### config.mk
export PLATFORM = sky130hd
export DESIGN_NAME = clip_controller
export DESIGN_NICKNAME = d
export VERILOG_FILES = /design/src/rtl/audio_pkg.sv /design/src/rtl/rise_detect.sv /design/src/rtl/clip_controller.sv
export SDC_FILE = /design/constraint.sdc
export NUM_CORES = 1
export LEC_CHECK = 0
export ABC_AREA = 1
export BUFFER_PORTS_ARGS = -buffer_cell sky130_fd_sc_hd__buf_2
export CAP_MARGIN = 30
export CELL_PAD_IN_SITES_DETAIL_PLACEMENT = 1
export CELL_PAD_IN_SITES_GLOBAL_PLACEMENT = 2
export CORE_MARGIN = 5
export CORE_UTILIZATION = 32
export CTS_BUF_LIST = sky130_fd_sc_hd__clkbuf_8 sky130_fd_sc_hd__clkbuf_16
export DETAILED_ROUTE_END_ITERATION = 8
export GPL_ROUTABILITY_DRIVEN = 0
export PLACE_DENSITY_LB_ADDON = 0.1
export SYNTH_ARGS = -nofsm -noshare
export SYNTH_HDL_FRONTEND = slang
export SYNTH_SLANG_ARGS = --single-unit
### constraint.sdc
create_clock -name clock -period 2.33 [get_ports clock]
set_input_delay 0.466 -clock clock [delete_from_list [all_inputs] [get_ports clock]]
set_output_delay 0.466 -clock clock [all_outputs]
set_load 0.05 [all_outputs]
### src/rtl/audio_pkg.sv
// Shared types and constants for the clip record/playback controller.
package audio_pkg;

  typedef enum logic [1:0] {
    ST_IDLE      = 2'd0,
    ST_REC       = 2'd1,
    ST_PLAY      = 2'd2,
    ST_PLAY_WAIT = 2'd3
  } state_e;

  localparam logic [1:0] MODE_IDLE = 2'd0;
  localparam logic [1:0] MODE_REC  = 2'd1;
  localparam logic [1:0] MODE_PLAY = 2'd2;

  localparam int CMD_ABORT   = 4;
  localparam int CMD_REC     = 3;
  localparam int CMD_PLAY    = 2;
  localparam int CMD_CLIP_WR = 1;
  localparam int CMD_CLIP_RD = 0;

  // PLAY and PLAY_WAIT share one LED encoding.
  function automatic logic [1:0] state_to_mode(state_e s);
    case (s)
      ST_REC:                state_to_mode = MODE_REC;
      ST_PLAY, ST_PLAY_WAIT: state_to_mode = MODE_PLAY;
      default:               state_to_mode = MODE_IDLE;
    endcase
  endfunction

endpackage

### src/rtl/rise_detect.sv
// Single-bit rising-edge detector against the registered previous level.
module rise_detect (
  input  logic clock,
  input  logic reset,
  input  logic d_i,
  output logic rise_o
);

  logic prev_q;

  always_ff @(posedge clock or posedge reset) begin
    if (reset) prev_q <= 1'b0;
    else       prev_q <= d_i;
  end

  assign rise_o = d_i & ~prev_q;

endmodule

### src/rtl/clip_controller.sv
// Two-clip audio record/playback controller driving an external clip RAM
// with one-cycle read latency.
module clip_controller
  import audio_pkg::*;
#(
  parameter int CLIP_DEPTH = 4096,
  parameter int DATA_W     = 8
) (
  input  logic              clock,
  input  logic              reset,
  input  logic [4:0]        cmd,
  input  logic              sample_tick,
  input  logic [DATA_W-1:0] mic_data,
  output logic [$clog2(CLIP_DEPTH):0] mem_addr,
  output logic              mem_we,
  output logic [DATA_W-1:0] mem_wdata,
  input  logic [DATA_W-1:0] mem_rdata,
  output logic [DATA_W-1:0] spk_data,
  output logic              spk_valid,
  output logic [1:0]        mode,
  output logic              done
);

  localparam int ADDR_W = $clog2(CLIP_DEPTH);
  localparam logic [ADDR_W:0] LEN_FULL = (ADDR_W+1)'(CLIP_DEPTH);

  state_e                  state_q, state_d;
  logic                    clip_q, clip_d;
  logic [ADDR_W-1:0]       wr_ptr_q, wr_ptr_d;
  logic [ADDR_W-1:0]       rd_ptr_q, rd_ptr_d;
  logic [1:0][ADDR_W:0]    len_q, len_d;
  logic [DATA_W-1:0]       spk_data_q, spk_data_d;
  logic                    spk_valid_q, spk_valid_d;
  logic                    done_q, done_d;

  logic                    rec_edge, play_edge, abort;
  logic [ADDR_W:0]         rd_cnt_next;

  rise_detect u_rec_edge (
    .clock (clock),
    .reset (reset),
    .d_i   (cmd[CMD_REC]),
    .rise_o(rec_edge)
  );

  rise_detect u_play_edge (
    .clock (clock),
    .reset (reset),
    .d_i   (cmd[CMD_PLAY]),
    .rise_o(play_edge)
  );

  assign abort       = cmd[CMD_ABORT];
  assign rd_cnt_next = {1'b0, rd_ptr_q} + (ADDR_W+1)'(1);

  always_ff @(posedge clock or posedge reset) begin
    if (reset) begin
      state_q     <= ST_IDLE;
      clip_q      <= 1'b0;
      wr_ptr_q    <= '0;
      rd_ptr_q    <= '0;
      len_q       <= '0;
      spk_data_q  <= '0;
      spk_valid_q <= 1'b0;
      done_q      <= 1'b0;
    end else begin
      state_q     <= state_d;
      clip_q      <= clip_d;
      wr_ptr_q    <= wr_ptr_d;
      rd_ptr_q    <= rd_ptr_d;
      len_q       <= len_d;
      spk_data_q  <= spk_data_d;
      spk_valid_q <= spk_valid_d;
      done_q      <= done_d;
    end
  end

  always_comb begin
    state_d     = state_q;
    clip_d      = clip_q;
    wr_ptr_d    = wr_ptr_q;
    rd_ptr_d    = rd_ptr_q;
    len_d       = len_q;
    spk_data_d  = spk_data_q;
    spk_valid_d = 1'b0;
    done_d      = 1'b0;
    mem_we      = 1'b0;
    mem_wdata   = '0;

    if (abort) begin
      // A partial recording is kept up to the last completed write.
      state_d = ST_IDLE;
      if (state_q != ST_IDLE) done_d = 1'b1;
      if (state_q == ST_REC)  len_d[clip_q] = {1'b0, wr_ptr_q};
    end else begin
      case (state_q)
        ST_IDLE: begin
          if (rec_edge) begin
            state_d  = ST_REC;
            clip_d   = cmd[CMD_CLIP_WR];
            wr_ptr_d = '0;
          end else if (play_edge) begin
            state_d  = ST_PLAY;
            clip_d   = cmd[CMD_CLIP_RD];
            rd_ptr_d = '0;
          end
        end
        ST_REC: begin
          if (rec_edge) begin
            state_d       = ST_IDLE;
            done_d        = 1'b1;
            len_d[clip_q] = {1'b0, wr_ptr_q};
          end else if (sample_tick) begin
            mem_we    = 1'b1;
            mem_wdata = mic_data;
            if (wr_ptr_q == '1) begin
              state_d       = ST_IDLE;
              done_d        = 1'b1;
              len_d[clip_q] = LEN_FULL;
            end else begin
              wr_ptr_d = wr_ptr_q + ADDR_W'(1);
            end
          end
        end
        ST_PLAY: begin
          if (len_q[clip_q] == '0 || play_edge) begin
            state_d = ST_IDLE;
            done_d  = 1'b1;
          end else if (sample_tick) begin
            state_d = ST_PLAY_WAIT;
          end
        end
        ST_PLAY_WAIT: begin
          // The read issued in PLAY always lands, even when stopping.
          spk_data_d  = mem_rdata;
          spk_valid_d = 1'b1;
          if (play_edge || rd_cnt_next == len_q[clip_q]) begin
            state_d = ST_IDLE;
            done_d  = 1'b1;
          end else begin
            state_d  = ST_PLAY;
            rd_ptr_d = rd_ptr_q + ADDR_W'(1);
          end
        end
        default: state_d = ST_IDLE;
      endcase
    end
  end

  always_comb begin
    case (state_q)
      ST_IDLE: mem_addr = '0;
      ST_REC:  mem_addr = {clip_q, wr_ptr_q};
      default: mem_addr = {clip_q, rd_ptr_q};
    endcase
  end

  assign spk_data  = spk_data_q;
  assign spk_valid = spk_valid_q;
  assign done      = done_q;
  assign mode      = state_to_mode(state_q);

endmodule

* Yosys cells after proc, flatten, opt, wreduce, memory -nomap -nowiden
Index checks and enable logic that the tools add are counted.
** Word-level totals
- Output and inout bits :: 34
- Memories :: 0
- Word-level logic and storage cells :: 110
- Bits in latches :: 0
- Bits in read-only memories :: 0
- Bits of input ports :: 24
- Bits in registers :: 65
- Memory bits (writable) :: 0
** Cells by class
- Shift operators :: 0
- Muxes and demuxes :: 52
- $add $sub $neg :: 3
- Multiply operators :: 0
- Reduce and logical (&&, ||, !) cells :: 18
- Divide/modulo/power cells :: 0
- Bitwise logic cells :: 8
- Equality and inequality tests :: 16
- Order comparisons :: 2
** Operator list (count)
- 26-bit two-way mux :: 6
- 12-bit two-way mux :: 7
- 12-bit one-hot mux with 2 select lines :: 2
- 13-bit two-way mux :: 3
- 8-bit two-way mux :: 4
- 26-bit bitwise mux :: 1
- 13-bit one-hot mux with 2 select lines :: 1
- 12-bit by 1-bit adder with 12-bit output, second input constant :: 2
- 24-bit AND :: 1
- 24-bit inverter :: 1
- 2-bit two-way mux :: 9
- 1-bit two-way mux :: 15
- 2-bit != test, second input constant :: 7
- 12-bit by 1-bit adder with 13-bit output, second input constant :: 1
- 13-bit demux with 1-bit select :: 1
- 13-bit equality test :: 1
- 13-bit zero test :: 1
- 12-bit equality test, second input constant :: 1
- 4-bit != test, second input constant :: 3
- 2-bit one-hot mux with 4 select lines :: 1
- 2-bit nonzero test :: 4
- 3-bit AND reduction :: 2
- 6-bit AND reduction :: 1
- 3-bit nonzero test :: 2
- other kinds (17) :: 22

* Longest topological paths before layout
- Depth in word-level cells :: 11
- Gate-level depth with buffers :: 17
- Depth with buffers taken out :: 16

* Modules after synthesis
From an unflattened synthesis, not the netlist that was laid out.
** Unflattened totals
- Cells, all modules :: 551
- Area total of the unflattened synthesis :: 3883.7 um^2
** Modules (own cells, without submodules)
- clip_controller :: instances 1, cells an instance 543, area an instance 3806.2 um^2, sequential area each 1576.5 um^2
- rise_detect :: instances 2, cells an instance 4, area an instance 38.8 um^2, sequential area each 25.0 um^2

* Worst setup path after synthesis
Ideal clock, no wire load.
- Path type :: reg-to-output
- Start :: register state_q[1]
- End :: output port mem_wdata[0]
- Stages on the path, launching flop included :: 7
- Arrival :: 3.453 ns
- Setup slack :: -1.589 ns
- Path buffers :: 1
- Path through :: dfrtp_1 > buf_2 > nor2_2 > inv_1 > nor3_1 > inv_1 > nor2_1
** On the way
- Cells in the longest elaborated chain, start to end :: 3
** Ends and longest elaborated chain
- start: declaration :: RTL line clip_controller.sv:27 : state_e state_q, state_d;
- start signal: assignment :: RTL line clip_controller.sv:67 : state_q <= state_d;
- 2-bit by 1-bit equality test with 1-bit output :: RTL line clip_controller.sv:96 : case (state_q)
- 8-bit two-way mux :: RTL line clip_controller.sv:96
- 8-bit two-way mux :: RTL line clip_controller.sv:90 : if (abort) begin
- end: declaration :: RTL line clip_controller.sv:16 : output logic [DATA_W-1:0] mem_wdata,
No other way between the ends.

* Worst setup path after layout
- Start :: register state_q[1]
- End :: output port mem_wdata[1]
The elaborated chain is that of the path after synthesis.

==> flow_metrics.py <==
metrics = {
    "yosys": {
        "post-synth-top-area-cell": "sky130_fd_sc_hd__dfrtp_1",
        "synth_sequential_area_ratio_pct": 42.1,
        "netlist_top_cells_count": "175 x sky130_fd_sc_hd__nand2_1, 72 x sky130_fd_sc_hd__inv_1, 65 x sky130_fd_sc_hd__dfrtp_1",
        "yosys_warnings": 0,
        "ys_async_sr_fraction_pct": 100,
        "yosysUniqueCellTypes": 31,
        "synth.ff_latch_count": 65,
        "synth_enable_flop_cells": 0,
        "postSynthCellCount": 563,
        "synth.net_count": 589,
        "synth_top_cells_by_area": "sky130_fd_sc_hd__dfrtp_1 42%, sky130_fd_sc_hd__nand2_1 17%, sky130_fd_sc_hd__inv_1 7.0%",
        "synth_area_per_cell_um2": 6.87,
        "synth_flop_cell": "sky130_fd_sc_hd__dfrtp_1",
        "most_common_cell_in_the_netlist": "sky130_fd_sc_hd__nand2_1",
        "mappedNetlistArea_um2": 3870,
        "synth_top_cell_area_share_pct": 42.1,
    },
    "placement": {
        "dpl.hpwl_um": 10300,
        "dpl_cell_area_um2": 4570,
        "place.port_buffers": 57,
    },
    "die": {
        "fp.dieArea_um2": 14400,
        "floorplan.core_area_um2": 11900,
        "die-width_um": 120,
        "initial_standard_cell_utilization_of_the_core_pct": 32.5,
        "ioPinCount": 58,
        "dieHeight_um": 120,
        "row_count": 40,
    },
    "critical_path": {
        "timing.critical_path.to_type": "primary output",
        "critPathTopFamily": "flip-flops",
        "timing.reg2reg.worst_path_depth": 15,
        "critical_path_s_most_frequent_cell": "sky130_fd_sc_hd__nor2_4",
        "worst_stage_delay_on_the_critical_path_ps": 470,
        "critPathBufInv": 3,
        "critPathRequiredTime_ps": 1860,
        "worstPathCellList": "nor2_4 > inv_2 > nor3_4 > inv_4 > nor2_4 > buf_4",
        "arrival_time_at_the_worst_endpoint_ps": 1740,
        "type_of_origin_of_the_critical_path": "flop",
        "worstSetupPathDepth": 6,
        "crit_path_class": "reg -> out",
        "cp_max_fo": 12,
        "cp_slowest_cell": "sky130_fd_sc_hd__dfrtp_2",
    },
    "sta": {
        "fin_skew_ps": 8.18,
        "final-max-slew-violation-count": 0,
        "period_minus_slack_ps": 2210,
        "finalHoldViolations": 0,
        "max_freq_ghz": 0.452,
        "slew_headroom_pct": 66.6,
        "setup_tns_ps": 0,
        "final_min_period_over_clock_period_pct": 94.8,
        "slew_worst_pin_ps": 500,
        "finalSetupViolations": 0,
    },
    "global_routing": {
        "largest_net_degree_at_the_start_of_global_routing": 24,
        "vias_in_the_first_global_route": 4241,
        "grt_pass1_wl_um": 21500,
        "grt_antenna_before_repair": 0,
        "grt.overflow.total": 0,
        "grt.total_usage_pct": 19.0,
    },
    "detailed_routing": {
        "num_vias": 3920,
        "detail_route.iter0.violations": 124,
        "drt.antenna.violating_nets": 0,
        "routedWlPerCell_um": 16.2,
        "detail_route.first_pass.iterations": 4,
        "total_detailed_routing_wirelength_um": 12800,
        "remaining_drc_errors": 0,
        "route.detailed.vias_per_inst": 4.94,
    },
    "final_layout": {
        "n_antenna_cell": 0,
        "final_layout_size_suffix_gt1_share_pct": 22.4,
        "final_cell_area_um2": 4950,
        "area.growth.synth_to_final_pct": 27.9,
        "fin_nets": 667,
    },
    "worst_hold_path": {
        "worst_hold_path_type": "in -> async",
    },
    "clock_network": {
        "postCtsHoldBufs": 0,
        "cts_htree_levels": 3,
        "cts.sink_count": 65,
        "clk-insertion-delay-late_ps": 340,
        "clockBufferDepth": 2,
        "cts-buffers-inserted": 9,
        "cts.clk_slew.worst_paths_ps": 60,
        "cts_tree": "built",
        "clock_tree.root_cell": "sky130_fd_sc_hd__clkbuf_16",
    },
    "power": {
        "power.density_cell_area_nw_per_um2": 1130,
        "power.ir.vdd_worst_mv": 0.561,
        "power.static_leakage_uw": 0.00242,
        "finalPower_uw": 5570,
    },
    "status": {
        "run_status": "completed",
    },
    "run": {
        "drv.max_cap_violation_count": 0,
    },
}
==> worst reg2reg max path, cell delays in order, from the launching register on <==
cell,delay (ps)
sky130_fd_sc_hd__dfrtp_1,380
sky130_fd_sc_hd__buf_4,170
sky130_fd_sc_hd__nand2_1,90
sky130_fd_sc_hd__nor2_4,230
sky130_fd_sc_hd__nand2_2,110
sky130_fd_sc_hd__nand3_1,80
sky130_fd_sc_hd__nand2_1,50
sky130_fd_sc_hd__nor2_1,180
sky130_fd_sc_hd__nand3_1,140
sky130_fd_sc_hd__nor2_1,100
sky130_fd_sc_hd__nand2_1,80
sky130_fd_sc_hd__nand3_2,80
sky130_fd_sc_hd__nand2_2,80
sky130_fd_sc_hd__buf_6,160
sky130_fd_sc_hd__nand3_1,80
sky130_fd_sc_hd__nand2_1,70
==> metal layers <==
| metal | vias up | global-route usage [%] | wire length, um |
|---|---|---|---|
| met3 | 18 | 3.58 | 481 |
| met2 | 74 | 31.5 | 6010 |
| met5 | - | 0 | 0 |
| li1 | 1952 | - | - |
| met4 | 0 | 6.73 | 247 |
| met1 | 1876 | 24.7 | 6080 |
==> through the flow <==
stage | utilization, % | std cells | setup WS, ps | hold WS, ps
2_1_floorplan | - | 563 | -232 | 459
3_3_place_gp | 38.3 | 776 | 115 | 449
3_5_place_dp | 38.3 | 776 | 119 | 461
4_1_cts | 41.2 | 793 | 16.6 | 158
5_1_grt | 41.5 | 793 | -3.01 | 179
6_report | 41.5 | 793 | 120 | 152
==> kinds of logic (layout without fill, tap and decap cells) <==
logic type	Yosys count	count (layout)	synth area share [%]
adders and majority gates	2	2	0.647
xor gates and xnor gates	2	2	0.453
DFF	65	65	42.1
and+or+nand+nor	320	320	34.8
buffers and inverters	94	177	10.1
muxes	1	1	0.259
AOI/OAI and AO/OA	79	79	11.7
==> report_power, final <==
group,leakage (uW),internal (uW),switching (uW)
sequential,0.000848,1460,196
combinational,0.00143,793,1690
clock,0.000148,892,539
==> path summary, 6_finish.rpt <==
path,start,end,slack [ps]
max,state_q[1],mem_wdata[1],120
min,reset,len_q[1],150
min in group clock,cmd[2],u_play_edge.prev_q,240
min reg2reg,spk_data[1],spk_data[1],470
max in group asynchronous,reset,spk_data[0],1530
max reg2reg,rd_ptr_q[1],rd_ptr_q[1],140
==> cells in the final DEF, fill, tap and decap left out, types with 2 or more instances in the layout <==
master                       synthesis  routed
sky130_fd_sc_hd__o21a_1             13      13
sky130_fd_sc_hd__o22ai_2             0      10
sky130_fd_sc_hd__buf_12              0       2
sky130_fd_sc_hd__clkinvlp_4          0       2
sky130_fd_sc_hd__nand4_1             4       4
sky130_fd_sc_hd__nor2_4              1       4
sky130_fd_sc_hd__nor3_1              8       7
sky130_fd_sc_hd__nor2_2              6      13
sky130_fd_sc_hd__nand3_1            54      54
sky130_fd_sc_hd__buf_2               6      49
sky130_fd_sc_hd__clkbuf_16           0       9
sky130_fd_sc_hd__a31oi_1             2       2
sky130_fd_sc_hd__buf_4               4      33
sky130_fd_sc_hd__inv_2               3       5
sky130_fd_sc_hd__nand2_2             3       3
sky130_fd_sc_hd__o21ai_1             6       8
sky130_fd_sc_hd__o21ai_0            36      34
sky130_fd_sc_hd__clkbuf_8            0       2
sky130_fd_sc_hd__nor2_1             63      53
sky130_fd_sc_hd__dfrtp_1            65      63
sky130_fd_sc_hd__nand2_1           175     174
sky130_fd_sc_hd__nand3_2             2       2
sky130_fd_sc_hd__dfrtp_2             0       2
sky130_fd_sc_hd__nor3b_1             2       2
sky130_fd_sc_hd__inv_1              72      69
sky130_fd_sc_hd__xor2_1              2       2
sky130_fd_sc_hd__a21oi_1             9       9
sky130_fd_sc_hd__nand3b_1            2       2
==> registers in the layout (all words and copies together) (netlist names), named ones only <==
| register | cells |
|---|---|
| len_q | 24 |
| rd_ptr_q | 12 |
| wr_ptr_q | 12 |
| spk_data | 8 |
| state_q | 2 |
| clip_q | 1 |
| done | 1 |
| spk_valid | 1 |
| u_play_edge.prev_q | 1 |
| u_rec_edge.prev_q | 1 |
==> cell type report <==
cell class	instances	area (um^2)
inverters	76	289
flip-flops and latches	65	1630
clock inverters	5	62.6
well taps	147	184
multi-input cells	404	1980
repair buffers	85	544
clock buffers	11	253
fillers	1525	6970
==> what timing repair did <==
| item | CTS | global route |
|---|---|---|
| pin swaps | 1 | 3 |
| setup buffers | 1 | 0 |
| setup endpoints to repair | 10 | 31 |
| gates resized for setup | 8 | 12 |
(Power assumes the default switching activity.)
